--- src/rtl/mips_pkg.sv ---
// mips_pkg: shared constants and sequencer state encoding for the MIPS memory path
package mips_pkg;
    localparam int MIPS_ADDR_W = 32;
    localparam int MIPS_DATA_W = 32;
    localparam int SEQ_MAX_WAIT = 255;
    typedef enum logic [2:0] {
        SEQ_RESET,
        SEQ_FETCH,
        SEQ_EXEC,
        SEQ_DATA,
        SEQ_COMMIT,
        SEQ_HALT
    } seq_state_t;
endpackage

--- src/rtl/mips_mem_sequencer_if.sv ---
// mips_mem_sequencer_if: shared variable-latency memory port
interface mips_mem_sequencer_if #(
    parameter int ADDR_W = mips_pkg::MIPS_ADDR_W,
    parameter int DATA_W = mips_pkg::MIPS_DATA_W
);
    logic              req;
    logic              we;
    logic [ADDR_W-1:0] addr;
    logic [DATA_W-1:0] wdata;
    logic              ack;
    logic [DATA_W-1:0] rdata;
    modport master(output req, we, addr, wdata, input ack, rdata);
    modport slave(input req, we, addr, wdata, output ack, rdata);
endinterface

--- src/rtl/mem_wait_timer.sv ---
// mem_wait_timer: flags the cycle in which a request has gone MAX_WAIT cycles unacknowledged
module mem_wait_timer #(
    parameter int MAX_WAIT = mips_pkg::SEQ_MAX_WAIT
) (
    input  logic clk,
    input  logic rst,
    input  logic clr,
    input  logic en,
    output logic expired
);
    localparam int W = $clog2(MAX_WAIT + 1);
    logic [W-1:0] cnt;
    always_ff @(posedge clk)
        if (rst || clr) cnt <= '0;
        else if (en) cnt <= cnt + W'(1);
    // the current waiting cycle is the MAX_WAIT-th one
    assign expired = en && cnt == W'(MAX_WAIT - 1);
endmodule

--- src/rtl/mips_mem_sequencer.sv ---
// mips_mem_sequencer: serialises fetch and load/store onto one memory port and stalls the core
module mips_mem_sequencer
    import mips_pkg::*;
#(
    parameter int ADDR_W = MIPS_ADDR_W,
    parameter int DATA_W = MIPS_DATA_W,
    parameter int MAX_WAIT = SEQ_MAX_WAIT
) (
    input  logic                 clk,
    input  logic                 rst,
    input  logic [ADDR_W-1:0]    core_pc,
    input  logic [ADDR_W-1:0]    core_alu_out,
    input  logic [DATA_W-1:0]    core_write_data,
    input  logic                 core_mem_write,
    input  logic                 core_mem_read,
    output logic [DATA_W-1:0]    core_instr,
    output logic [DATA_W-1:0]    core_read_data,
    output logic                 core_stall,
    mips_mem_sequencer_if.master mem,
    output logic                 bus_err,
    output logic [31:0]          retired
);
    seq_state_t state, state_n;
    logic mem_op, ack, commit, expired;
    assign mem_op = core_mem_read || core_mem_write;
    assign ack = mem.req && mem.ack;
    assign commit = state == SEQ_COMMIT || (state == SEQ_EXEC && !mem_op);
    assign core_stall = !commit;
    always_comb begin
        state_n = state;
        mem.req = 1'b0;
        mem.we = 1'b0;
        mem.addr = '0;
        mem.wdata = '0;
        case (state)
            SEQ_RESET: state_n = SEQ_FETCH;
            SEQ_FETCH: begin
                mem.req = 1'b1;
                mem.addr = core_pc;
                state_n = ack ? SEQ_EXEC : expired ? SEQ_HALT : SEQ_FETCH;
            end
            SEQ_EXEC: state_n = mem_op ? SEQ_DATA : SEQ_FETCH;
            SEQ_DATA: begin
                mem.req = 1'b1;
                mem.we = core_mem_write;
                mem.addr = core_alu_out;
                mem.wdata = core_write_data;
                state_n = ack ? SEQ_COMMIT : expired ? SEQ_HALT : SEQ_DATA;
            end
            SEQ_COMMIT: state_n = SEQ_FETCH;
            default: state_n = SEQ_HALT;
        endcase
    end
    mem_wait_timer #(.MAX_WAIT(MAX_WAIT)) u_timer (
        .clk(clk),
        .rst(rst),
        .clr(mem.ack || state_n != state),
        .en(mem.req && !mem.ack),
        .expired(expired)
    );
    always_ff @(posedge clk)
        if (rst) begin
            state <= SEQ_RESET;
            core_instr <= '0;
            core_read_data <= '0;
            bus_err <= 1'b0;
            retired <= '0;
        end else begin
            state <= state_n;
            if (state == SEQ_FETCH && ack) core_instr <= mem.rdata;
            // a combined read+write decodes as a store, so the load register is left alone
            if (state == SEQ_DATA && ack && core_mem_read && !core_mem_write) core_read_data <= mem.rdata;
            if (expired) bus_err <= 1'b1;
            if (commit) retired <= retired + 32'd1;
        end
endmodule

--- src/flat_wrapper.sv ---
// flat-port wrapper written by rule: the top's interface ports become plain ports
module mips_mem_sequencer_flat import mips_pkg::*;
#(
    parameter int ADDR_W = MIPS_ADDR_W,
    parameter int DATA_W = MIPS_DATA_W,
    parameter int MAX_WAIT = SEQ_MAX_WAIT
)
  (clk, rst, core_pc, core_alu_out, core_write_data, core_mem_write, core_mem_read, core_instr, core_read_data, core_stall, bus_err, retired, mem_req, mem_we, mem_addr, mem_wdata, mem_ack, mem_rdata);
  mips_mem_sequencer_if #(.ADDR_W(ADDR_W), .DATA_W(DATA_W)) mem_i ();
  input  logic clk;
  input  logic rst;
  input  logic [ADDR_W-1:0] core_pc;
  input  logic [ADDR_W-1:0] core_alu_out;
  input  logic [DATA_W-1:0] core_write_data;
  input  logic core_mem_write;
  input  logic core_mem_read;
  output logic [DATA_W-1:0] core_instr;
  output logic [DATA_W-1:0] core_read_data;
  output logic core_stall;
  output logic bus_err;
  output logic [31:0] retired;
  output wire logic [$bits(mem_i.req)-1:0] mem_req;
  output wire logic [$bits(mem_i.we)-1:0] mem_we;
  output wire logic [$bits(mem_i.addr)-1:0] mem_addr;
  output wire logic [$bits(mem_i.wdata)-1:0] mem_wdata;
  input wire logic [$bits(mem_i.ack)-1:0] mem_ack;
  input wire logic [$bits(mem_i.rdata)-1:0] mem_rdata;
  assign mem_req = mem_i.req;
  assign mem_we = mem_i.we;
  assign mem_addr = mem_i.addr;
  assign mem_wdata = mem_i.wdata;
  assign mem_i.ack = mem_ack;
  assign mem_i.rdata = mem_rdata;
  mips_mem_sequencer #(.ADDR_W(ADDR_W), .DATA_W(DATA_W), .MAX_WAIT(MAX_WAIT)) u_core (.clk(clk), .rst(rst), .core_pc(core_pc), .core_alu_out(core_alu_out), .core_write_data(core_write_data), .core_mem_write(core_mem_write), .core_mem_read(core_mem_read), .core_instr(core_instr), .core_read_data(core_read_data), .core_stall(core_stall), .mem(mem_i), .bus_err(bus_err), .retired(retired));
endmodule
--- config.mk ---
export PLATFORM = sky130hd
export DESIGN_NAME = mips_mem_sequencer_flat
export DESIGN_NICKNAME = d
export VERILOG_FILES = /design/src/rtl/mips_pkg.sv /design/src/rtl/mips_mem_sequencer_if.sv /design/src/rtl/mem_wait_timer.sv /design/src/rtl/mips_mem_sequencer.sv /design/src/flat_wrapper.sv
export SDC_FILE = /design/constraint.sdc
export NUM_CORES = 1
export LEC_CHECK = 0
export CORE_MARGIN = 5
export CORE_UTILIZATION = 39
export CTS_BUF_LIST = sky130_fd_sc_hd__clkbuf_4 sky130_fd_sc_hd__clkbuf_8 sky130_fd_sc_hd__clkbuf_16
export CTS_CLUSTER_SIZE = 24
export DETAILED_ROUTE_END_ITERATION = 7
export GPL_TIMING_DRIVEN = 1
export PLACE_DENSITY = 0.81
export SYNTH_ARGS = -nofsm -noshare
export SYNTH_HDL_FRONTEND = slang
export SYNTH_SLANG_ARGS = --single-unit
export TNS_END_PERCENT = 10
--- constraint.sdc ---
create_clock -name clk -period 2.3 [get_ports clk]
set_input_delay 0.345 -clock clk [delete_from_list [all_inputs] [get_ports clk]]
set_output_delay 0.345 -clock clk [all_outputs]
set_load 0.005 [all_outputs]
## Yosys cells after proc, flatten, opt, wreduce, memory -nomap -nowiden

Index checks and enable logic that the tools add are counted.

| storage, ports and cells | value |
|---|---|
| register bits after elaboration | 108 |
| bits of input ports | 133 |
| output and inout bits | 164 |
| logic and storage cells | 43 |

| cells by class | value |
|---|---|
| add/sub/neg operators | 2 |
| equal/unequal tests | 6 |
| multiplexer cells | 10 |
| reductions and logical operators | 19 |

Operators with widths:

| kind | count |
|---|---|
| one-hot mux 32 bit (2 select lines) | 1 |
| adder 32 x 1 -> 32 bit (second input constant) | 1 |
| 2-to-1 mux 32 bit | 1 |
| 2-to-1 mux 3 bit | 4 |
| one-hot mux 3 bit (4 select lines) | 1 |
| adder 8 x 1 -> 8 bit (second input constant) | 1 |
| == test 8 bit (second input constant) | 1 |
| logical AND 1 bit | 8 |
| == test 3 x 2 -> 1 bit (second input constant) | 2 |
| logical NOT 1 bit | 4 |
| logical OR 1 bit | 4 |
| OR reduction 2 bit | 2 |
| == test 3 x 1 -> 1 bit (second input constant) | 1 |
| == test 3 bit (second input constant) | 1 |
| logical NOT 3 bit | 1 |
| inequality test 3 bit | 1 |
| 2-to-1 mux 1 bit | 2 |
| 2-to-1 mux 2 bit | 1 |

## Depth between registers and ports, before layout

| depth | value |
|---|---|
| depth after elaboration | 11 |
| depth in mapped cells | 9 |
| gate-level depth less buffers | 6 |

## By module

From an unflattened synthesis, not the netlist that was laid out.

| unflattened totals | value |
|---|---|
| cell total of the unflattened synthesis | 655 |
| area total of the unflattened synthesis | 5156.2 um^2 |

By module, submodules not included:

| module | times used | cells each | area an instance (um^2) | sequential area each (um^2) |
|---|---|---|---|---|
| mips_mem_sequencer | 1 | 613 | 4787.1 | 2001.9 |
| mem_wait_timer | 1 | 42 | 369.1 | 160.2 |

## Worst setup path after synthesis

No wires, ideal clock.

| path | value |
|---|---|
| kind | register to register |
| start point | reg u_core.retired[5] |
| end point | reg u_core.retired[31] |
| setup time | 121 ps |
| arrival time | 1825 ps |
| data required time | 2179 ps |
| slack | 354 ps |
| cell stages (with the launch flop) | 7 |
| path buffers | 2 |
| period minus slack after synthesis | 1946 ps |
| cells stage by stage | dfxtp_1 -> nand4_2 -> or4_4 -> buf_6 -> buf_6 -> nor4_1 -> mux2_2 |

| between the ends | value |
|---|---|
| cells in the longest elaborated chain, start to end | 1 |

Ends and longest elaborated chain:

| what | RTL line | RTL |
|---|---|---|
| from (decl) | mips_mem_sequencer.sv:21 | `output logic [31:0] retired` |
| from (signal assigned) | mips_mem_sequencer.sv:74 | `if (commit) retired <= retired + 32'd1;` |
| adder 32 x 1 -> 32 bit | mips_mem_sequencer.sv:74 |  |

Every way passes these cells.
A chain may end at the register's enable or synchronous reset.

## Worst setup path after layout

| path | value |
|---|---|
| start point | in core_mem_write |
| end point | out core_stall |

| between the ends | value |
|---|---|
| cells in the longest elaborated chain, start to end | 5 |

Ends and longest elaborated chain:

| what | RTL line | RTL |
|---|---|---|
| from (decl) | flat_wrapper.sv:15 | `input logic core_mem_write;` |
| logical OR 1 bit | mips_mem_sequencer.sv:25 | `assign mem_op = core_mem_read \|\| core_mem_write;` |
| logical NOT 1 bit | mips_mem_sequencer.sv:27 | `assign commit = state == SEQ_COMMIT \|\| (state == SEQ_EXEC && !mem_op);` |
| logical AND 1 bit | mips_mem_sequencer.sv:27 |  |
| logical OR 1 bit | mips_mem_sequencer.sv:27 |  |
| logical NOT 1 bit | mips_mem_sequencer.sv:28 | `assign core_stall = !commit;` |
| to (decl) | flat_wrapper.sv:19 | `output logic core_stall;` |

Every way passes these cells.

==> reports/qor.csv <==
metric;value;unit
Mapped Area;5190;um2
met3 Resource Use GR;0.0644;
distinct cell type count after synthesis;50;
P_leak;3.13;nW
Placed Cells;1112;
worst rel slew slack;0.649;
vias in the first global route;5567;
Final GP Congestion;0.864;
layout cells sized above 1;0.0796;
CTS Sinks;108;
root buffer cell;clkbuf_16;
Routed WL per cell;17.1;um
final-layout fill cell count;1097;
first-pass GRT wire length;29800;um
global routing's busiest layer;met2;
final setup fails;0;
CTS buffer count;9;
Die Wd;125;um
top cells by area, synth;dfxtp_1 (42%), nand2_1 (10%), a21oi_1 (8.9%), mux2i_1 (6.4%), and3_1 (4.3%);
ANT cells;0;
P&R area growth vs syn;71.4;%
Tot Pwr;4.36;mW
Syn Area/Cell;7.91;um2
Synth Warn #;0;
Post-synth EDFFs;0;
# rows;42;
Yosys reg bits;108;
final hold slack;0.398;ns
routed wire length;19300;um
Detail Placement HPWL;15000;um
Detail Route Antenna Nets;0;
pwr/cell area;490;nW/um2
Mapped Cells;656;
Vias/cell;5.10;
Hold Crit Class;input port to flip-flop;
critical-path maximum fanout;6;
DRC viols;0;
Async S/R FF share, synth;0;
Initial Utilization;0.395;
fmax;0.455;GHz
Post-Layout Cell Count;1131;
GR Util met2;0.437;
worst skew pair latency;0.34;ns
Synth Net Count;792;
IO Port Bufs;296;
DR iter-0 viols;378;
CTS H-tree depth;3;
Slew @ Worst Pin;0.526;ns
Crit Path Class;input port to primary output;
Design Area, Final;8890;um2
ys flop type;dfxtp_1;
Worst-path clk slew;0.08;ns
status;finished clean;
leading area contributor after synthesis;dfxtp_1;
critical path arrival;1.85;ns
Setup crit end kind;primary output;
vias;5767;
core area;13100;um2
data required time at the worst endpoint;1.96;ns
GRT Total Usage;0.235;
initial antenna violation count;0;
fin crit share;0.956;
pin count of the biggest net entering global routing;50;
placed cell areas;8490;um2
Seq/Total Area, Yosys;0.417;
drt first pass iters;4;
Worst setup SP type;input port;
gr ovfl total;0;
nets;1086;
minimum clock period;2.20;ns
met1 Use GR;0.245;
Synth top area share;0.417;
CTS max path bufs;2;
IO Pins;297;
Final Hold Fails;0;
max-slew violations;0;
maxcap violations;0;
Die ar.;15700;um2
Worst Skew;0.0105;ns
maximum vdd ir drop;0.358;mV
RSZ-0062 raised after global routing;no;
Die H;125;um
TritonCTS clock tree;yes;
## cell usage after synthesis, types with 5 or more instances
cell      count
dfxtp_1     108
o31ai_1      12
nor2_1       49
or3_1         5
and3_1       36
xnor2_1       7
o21ai_0       6
clkbuf_1     43
or4b_1        5
a21oi_1      92
o41ai_1       8
inv_1         8
mux2i_1      33
or4_1        11
and4_1        5
nand3_1      13
nand4_1       9
buf_1         5
nand2_1     143
## layout make-up
cell class	count	area (um2)	share of cell area
flip-flops and latches	108	2170	0.244
inverters	8	30.0	0.00338
well taps	176	220	0.0248
clock inverters	7	110	0.0124
clock buffers	9	225	0.0253
repair buffers	335	3340	0.376
multi-input cells	488	2800	0.315
## power by group
part / switching, mW / internal (mW)
Clock: 0.730 / 0.976
Combinational: 0.282 / 0.452
Sequential: 0.0205 / 1.90
Total: 1.03 / 3.33
## worst max-delay path, cell delays in order
cell,delay [ns]
clkdlybuf4s50_1,0.50
nor4b_4,0.37
o21ai_4,0.15
clkdlybuf4s50_1,0.48
## cell families after synthesis
kind of cell / synth area share
AO/OA/AOI/OAI: 0.145
XOR/XNOR: 0.0186
adder cells (fa/ha/maj): 0.00724
buffers and inverters: 0.0468
flip-flops: 0.417
multiplexers: 0.0680
AND/OR/NAND/NOR: 0.298
## cell usage in the layout, fill, tap and decap left out, types with 5 or more instances in the layout
cell type        synthesis  routed
a21oi_1                 92      92
and3_1                  36      36
and4_1                   5       5
buf_12                   0       5
buf_4                    0      34
clkbuf_16                0       9
clkdlybuf4s50_1          0     294
dfxtp_1                108     107
inv_1                    8       7
mux2i_1                 33      33
nand2_1                143     143
nand3_1                 13      13
nand4_1                  9       9
nor2_1                  49      49
o21ai_0                  6       6
o31ai_1                 12      12
o41ai_1                  8       8
or3_1                    5       5
or4_1                   11      11
or4b_1                   5       5
xnor2_1                  7       7
## worst paths after layout
path / from / to / slack, ns / cells past startpoint
worst max register to register: u_core.retired[11] / u_core.retired[26] / 0.25 / 5
worst max-delay path: core_mem_write / core_stall / 0.10 / 4
worst min register to register: u_core.core_read_data[31] / u_core.core_read_data[31] / 0.45 / 2
worst min-delay path: rst / u_core.retired[0] / 0.40 / 2
## flip-flops by register name, indices dropped and copies added (netlist names)
signal,flops
u_core.bus_err,1
u_core.core_instr,32
u_core.core_read_data,32
u_core.retired,32
u_core.state,3
u_core.u_timer.cnt,8
## stage by stage
stage	TNS (ns)	utilization	setup WS (ns)
3_3_place_gp	-0.935	0.647	-0.103
2_1_floorplan	0	-	0.354
3_5_place_dp	-1.17	0.647	-0.130
6_report	0	0.677	0.102
5_1_grt	0	0.677	0.00788
4_1_cts	0	0.675	0.00852
## what timing repair did
action                                  CTS  global route
hold buffers                              0             0
gates resized for setup                   2             3
endpoints found under the setup margin   24            42
setup buffers                             0             2
gates cloned                              1             0
pin swaps                                 0             1
## layer usage
layer / vias to the layer above / part of all wire
li1: 2891 / -
met1: 2620 / 0.36
met4: 0 / 0.040
met2: 217 / 0.52
met3: 39 / 0.072
met5: - / 0
Note: power is estimated with default switching activity, not from simulation.
